[config.mk]
export PLATFORM = sky130hd
export DESIGN_NAME = pc_fetch_flat
export DESIGN_NICKNAME = d
export VERILOG_FILES = /design/src/rtl/pc_fetch_if.sv /design/src/rtl/pc_fetch.sv /design/src/flat_wrapper.sv
export SDC_FILE = /design/constraint.sdc
export NUM_CORES = 1
export LEC_CHECK = 0
export CAP_MARGIN = 20
export CORE_ASPECT_RATIO = 1.1
export CORE_MARGIN = 8
export CORE_UTILIZATION = 30
export CTS_BUF_LIST = sky130_fd_sc_hd__clkbuf_16
export CTS_CLUSTER_DIAMETER = 30
export DETAILED_ROUTE_END_ITERATION = 6
export GPL_TIMING_DRIVEN = 0
export PLACE_DENSITY_LB_ADDON = 0.1
export SYNTH_ARGS = -nofsm -noshare
export SYNTH_HDL_FRONTEND = slang
export SYNTH_SLANG_ARGS = --single-unit
[constraint.sdc]
create_clock -name i_clk -period 3.2 [get_ports i_clk]
set_input_delay 0.64 -clock i_clk [delete_from_list [all_inputs] [get_ports i_clk]]
set_output_delay 0.64 -clock i_clk [all_outputs]
set_load 0.01 [all_outputs]
[src/rtl/pc_fetch_if.sv]
// ============================================================================
// Module : pc_fetch_if
// Brief  : Instruction-memory fetch handshake (req/addr out, ack/rdata back).
// Rev    : 1.0  initial release
// ============================================================================
`default_nettype none

interface pc_fetch_if;
  logic        imem_req;
  logic [31:0] imem_addr;
  logic        imem_ack;
  logic [31:0] imem_rdata;

  // Fetch unit side
  modport master (
    output imem_req,
    output imem_addr,
    input  imem_ack,
    input  imem_rdata
  );

  // Instruction memory side
  modport slave (
    input  imem_req,
    input  imem_addr,
    output imem_ack,
    output imem_rdata
  );
endinterface

`default_nettype wire

[src/rtl/pc_fetch.sv]
// ============================================================================
// Module : pc_fetch
// Brief  : Program counter and instruction fetch unit; one fetch in flight,
//          instruction held for decode until retired.
// Rev    : 1.0  initial release
// ============================================================================
`default_nettype none

module pc_fetch #(
  parameter logic [31:0] RESET_PC = 32'h0000_0000
) (
  input  wire logic        i_clk,
  input  wire logic        i_rst_n,
  input  wire logic        i_pc_src,
  input  wire logic [29:0] i_pc30,
  input  wire logic        i_stall,
  pc_fetch_if.master       imem,
  output logic [31:0]      o_instr,
  output logic             o_instr_valid,
  output logic [31:0]      o_pc,
  output logic [29:0]      o_incr_pc,
  output logic [31:0]      o_retired_cnt
);

  localparam logic [1:0] S_IDLE = 2'd0;
  localparam logic [1:0] S_REQ  = 2'd1;
  localparam logic [1:0] S_HOLD = 2'd2;

  localparam logic [29:0] c_RESET_PC30 = RESET_PC[31:2];

  logic [1:0]  r_state;
  logic [1:0]  w_state_nxt;
  logic [29:0] r_pc;
  logic [29:0] w_pc_inc;
  logic [29:0] w_pc_nxt;
  logic [31:0] r_instr;
  logic        r_valid;
  logic [31:0] r_retired_cnt;
  logic        w_fetch_done;
  logic        w_retire;

  assign w_pc_inc     = r_pc + 30'd1;
  assign w_fetch_done = (r_state == S_REQ)  && imem.imem_ack;
  assign w_retire     = (r_state == S_HOLD) && !i_stall;
  // Redirect inputs only matter at the retire cycle
  assign w_pc_nxt     = i_pc_src ? i_pc30 : w_pc_inc;

  always_comb begin
    w_state_nxt = r_state;
    case (r_state)
      S_IDLE:  w_state_nxt = S_REQ;
      S_REQ:   if (imem.imem_ack) w_state_nxt = S_HOLD;
      S_HOLD:  if (!i_stall)      w_state_nxt = S_REQ;
      default: w_state_nxt = S_IDLE;
    endcase
  end

  always_ff @(posedge i_clk or negedge i_rst_n) begin
    if (!i_rst_n) begin
      r_state <= S_IDLE;
    end else begin
      r_state <= w_state_nxt;
    end
  end

  always_ff @(posedge i_clk or negedge i_rst_n) begin
    if (!i_rst_n) begin
      r_pc          <= c_RESET_PC30;
      r_retired_cnt <= 32'd0;
    end else if (w_retire) begin
      r_pc          <= w_pc_nxt;
      r_retired_cnt <= r_retired_cnt + 32'd1;
    end
  end

  // o_instr keeps the last fetched word after retire; only valid drops
  always_ff @(posedge i_clk or negedge i_rst_n) begin
    if (!i_rst_n) begin
      r_instr <= 32'd0;
      r_valid <= 1'b0;
    end else if (w_fetch_done) begin
      r_instr <= imem.imem_rdata;
      r_valid <= 1'b1;
    end else if (w_retire) begin
      r_valid <= 1'b0;
    end
  end

  assign imem.imem_req  = (r_state == S_REQ);
  assign imem.imem_addr = {r_pc, 2'b00};

  assign o_instr        = r_instr;
  assign o_instr_valid  = r_valid;
  assign o_pc           = {r_pc, 2'b00};
  assign o_incr_pc      = w_pc_inc;
  assign o_retired_cnt  = r_retired_cnt;

endmodule

`default_nettype wire

[src/flat_wrapper.sv]
// flat-port wrapper written by rule: the top's interface ports become plain ports
module pc_fetch_flat 
#(
  parameter logic [31:0] RESET_PC = 32'h0000_0000
)
  (i_clk, i_rst_n, i_pc_src, i_pc30, i_stall, o_instr, o_instr_valid, o_pc, o_incr_pc, o_retired_cnt, imem_imem_req, imem_imem_addr, imem_imem_ack, imem_imem_rdata);
  pc_fetch_if imem_i ();
  input  wire logic i_clk;
  input  wire logic i_rst_n;
  input  wire logic i_pc_src;
  input  wire logic [29:0] i_pc30;
  input  wire logic i_stall;
  output logic [31:0] o_instr;
  output logic o_instr_valid;
  output logic [31:0] o_pc;
  output logic [29:0] o_incr_pc;
  output logic [31:0] o_retired_cnt;
  output wire logic [$bits(imem_i.imem_req)-1:0] imem_imem_req;
  output wire logic [$bits(imem_i.imem_addr)-1:0] imem_imem_addr;
  input wire logic [$bits(imem_i.imem_ack)-1:0] imem_imem_ack;
  input wire logic [$bits(imem_i.imem_rdata)-1:0] imem_imem_rdata;
  assign imem_imem_req = imem_i.imem_req;
  assign imem_imem_addr = imem_i.imem_addr;
  assign imem_i.imem_ack = imem_imem_ack;
  assign imem_i.imem_rdata = imem_imem_rdata;
  pc_fetch #(.RESET_PC(RESET_PC)) u_core (.i_clk(i_clk), .i_rst_n(i_rst_n), .i_pc_src(i_pc_src), .i_pc30(i_pc30), .i_stall(i_stall), .imem(imem_i), .o_instr(o_instr), .o_instr_valid(o_instr_valid), .o_pc(o_pc), .o_incr_pc(o_incr_pc), .o_retired_cnt(o_retired_cnt));
endmodule
==> impl_metrics.env <==
export IMPL_outcome="completed"
export IMPL_ys_seq_area_share_pct=43.4
export IMPL_netlist_top_cells_count="dfrtp_1, xnor2_1, buf_4, nand2_1, nand3_1"
export IMPL_r2r_end="u_core.r_pc[8]"
export IMPL_dr_pass1_iters=5
export IMPL_hp_class="in -> async"
export IMPL_layout_nets=875
export IMPL_setup_slack_ns=0.163
export IMPL_yosys_area_top_type="dfrtp_1"
export IMPL_synth_xor_area_share_pct=9.09
export IMPL_drive_above_1_share_pct=19.5
export IMPL_r2r_cells=5
export IMPL_setup_viol=0
export IMPL_holdWs_ns=0.274
export IMPL_critical_path_class="reg -> out"
export IMPL_cts_tree="done"
export IMPL_p_seq_share_pct=29.8
export IMPL_end_kind="output port"
export IMPL_grt_pass1_wl_mm=31.4
export IMPL_crit_required_ns=2.56
export IMPL_synth_area_leaders="dfrtp_1, xnor2_1, mux2_2, buf_4, nand3_1"
export IMPL_core_sq_mm=0.0183
export IMPL_switching_share_pct=36.7
export IMPL_period_share_pct=94.9
export IMPL_globalplace_congestion=0.847
export IMPL_synth_top_family_by_area="simple AND/OR/NAND/NOR gates"
export IMPL_relSlewSlack_pct=44.3
export IMPL_die_w_um=146
export IMPL_syn2layout_area_growth_pct=55.2
export IMPL_yosys_area_share_simple_pct=21.0
export IMPL_nFillCells=1759
export IMPL_overflow=0
export IMPL_syn_area_per_cell_sq_um=10.1
export IMPL_ys_ff_latch=97
export IMPL_cts_num_sinks=97
export IMPL_cts_root_buffer="clkbuf_16"
export IMPL_critPathLaunchType="flop"
export IMPL_syn_inst=554
export IMPL_mappedNetlistArea_sq_mm=0.00559
export IMPL_synth_ff_type="dfrtp_1"
export IMPL_routed_wl_mm=19.8
export IMPL_ctsHtreeMaxLevel=3
export IMPL_place_ws_ns=0.00577
export IMPL_synthAdderAreaFrac_pct=0.448
export IMPL_synth_edf_count=0
export IMPL_initial_core_util_pct=30.5
export IMPL_r2r_start="u_core.r_state[0]"
export IMPL_leakage_nw=3.58
export IMPL_synth_distinct_cells=58
export IMPL_combPwrFrac_pct=53.1
export IMPL_die_h_um=159
export IMPL_grt_pass1_vias=5570
export IMPL_drc=0
export IMPL_place_area_sq_mm=0.00814
export IMPL_post_route_util_pct=47.3
export IMPL_clk_latency_ns=0.34
export IMPL_clock_skew_final_ns=0.00538
export IMPL_cap_violations=0
export IMPL_stdcell_area_sq_mm=0.00868
export IMPL_cts_inserted_buffers=9
export IMPL_routed_via_density=4.94
export IMPL_worst_pin_slew_ns=0.831
export IMPL_place_hpwl_mm=14.7
export IMPL_io_buffer_count=221
export IMPL_period_needed_ns=3.04
export IMPL_grt_max_degree=63
export IMPL_synth_compound_area_share_pct=10.1
export IMPL_powerDensity_mw_per_mm2=762
export IMPL_row_count=52
export IMPL_yosysTopAreaCellShare_pct=43.4
export IMPL_drv_slew=0
export IMPL_postCtsHoldBufs=0
export IMPL_grt_usage_pct=16.8
export IMPL_antenna_found_initial=0
export IMPL_vias=5206
export IMPL_ant_nets=0
export IMPL_ir_drop_mv=0.462
export IMPL_diodes=0
export IMPL_p_sw_w=0.00242
export IMPL_post_drt_wl_per_cell_um=18.8
export IMPL_p_int_w=0.00419
export IMPL_synth_most_common_cell="dfrtp_1"
export IMPL_hold_viol=0
export IMPL_synthMuxAreaShare_pct=6.81
export IMPL_clock_fmax_mhz=329
export IMPL_critPathArrivalTime_ns=2.40
export IMPL_clockBufferDepth=2
export IMPL_grt_setup_unrepaired="no"
export IMPL_cp_max_fo=10
export IMPL_die_area_sq_mm=0.0233
export IMPL_synthArstFlopShare_pct=100
export IMPL_yosys_warnings=0
export IMPL_clkPwrFrac_pct=17.0
export IMPL_drt_iter0_drc=286
export IMPL_ioPinCount=227
export IMPL_path_clk_slew_ns=0.07
export IMPL_timing_reg2reg_setup_slack_ns=0.99
worst max-delay path by stage:
| stage | end | cells after the start | slack (ns) | startpoint |
|---|---|---|---|---|
| after floorplan | o_incr_pc[29] | 7 | 0.83 | u_core.r_pc[3] |
| after global placement | u_core.o_instr[10] | 1 | -2.42 | i_rst_n |
| after detailed placement | o_incr_pc[28] | 7 | 0.006 | u_core.r_pc[0] |
| after CTS | o_incr_pc[28] | 5 | -0.11 | u_core.r_pc[21] |
| after global routing | o_incr_pc[24] | 7 | 0.01 | u_core.r_pc[0] |
| final | o_incr_pc[24] | 7 | 0.16 | u_core.r_pc[0] |
flip-flops by register name, summed over array words and instances, names as in the netlist:
register              cells
u_core.o_instr           32
u_core.o_retired_cnt     32
u_core.r_pc              30
u_core.r_state            2
u_core.o_instr_valid      1
power by group through the flow:
| stage | Clock [W] | Sequential, W | Combinational (W) |
|---|---|---|---|
| detailed placement | 0 | 0.00200 | 0.00329 |
| global placement | 0 | 0.00198 | 0.00326 |
| floorplan | 0 | 0.00208 | 0.00143 |
| finish | 0.00112 | 0.00197 | 0.00351 |
| CTS | 0.00117 | 0.00198 | 0.00342 |
| global route | 0.00122 | 0.00204 | 0.00376 |
per-stage QoR:
step           TNS, ns  std cells  total power, W
2_1_floorplan        0        557         0.00351
3_3_place_gp   -233.61       1021         0.00524
3_5_place_dp         0       1022         0.00529
4_1_cts         -0.169       1044         0.00656
5_1_grt              0       1054         0.00702
6_report             0       1054         0.00661
placed cells by master (no fill, tap or decap), types with 14 or more instances in the layout:
master and n:
clkdlybuf4s50_1 207, dfrtp_1 93, buf_4 52, xnor2_1 47
nand2_1 35, nand3_1 33, mux2_2 32, nor2_1 28
nand4_1 21, inv_1 20, nor3_1 16, o21ai_0 14
worst max-delay path: stages (launching register included):
cell             delay (ns)
dfrtp_2                0.40
ha_4                   0.18
nand4_1                0.18
nor3_4                 0.27
buf_6                  0.19
nand4b_1               0.12
xnor2_1                0.16
clkdlybuf4s50_1        0.56
per-layer routing:
| layer | track usage, % | vias to the layer above | share of wire [%] |
|---|---|---|---|
| met5 | 0 | - | 0 |
| li1 | - | 2450 | - |
| met4 | 7.03 | 0 | 2.3 |
| met2 | 27.1 | 203 | 49 |
| met3 | 4.41 | 33 | 6.6 |
| met1 | 20.9 | 2520 | 42 |
area by class of cell:
type                    count  area, sq um  share of cell area (%)
flip-flops and latches     97         2430                    28.0
clock inverters             7         77.6                   0.894
multi-input cells         372         2730                    31.5
repair buffers            238         2370                    27.3
clock buffers               9          225                    2.60
well taps                 243          304                    3.50
plain buffers              69          462                    5.32
inverters                  19         71.3                   0.822
kinds of logic (layout without fill, tap and decap cells):
logic type,after synthesis,count (layout)
other,1,4
XOR/XNOR,58,58
AO/OA/AOI/OAI,77,77
AND/OR/NAND/NOR,197,197
adder cells (fa/ha/maj),2,2
multiplexers,34,34
buffers and inverters,88,342
flip-flops,97,97
timing repair:
item                                    in CTS  in global routing
gates cloned                                 0                  0
setup buffers                                6                 10
endpoints found under the setup margin      19                 12
resized for setup                           22                 19
pin swaps                                    2                  4
No activity file was read; power rests on OpenSTA's default activity.
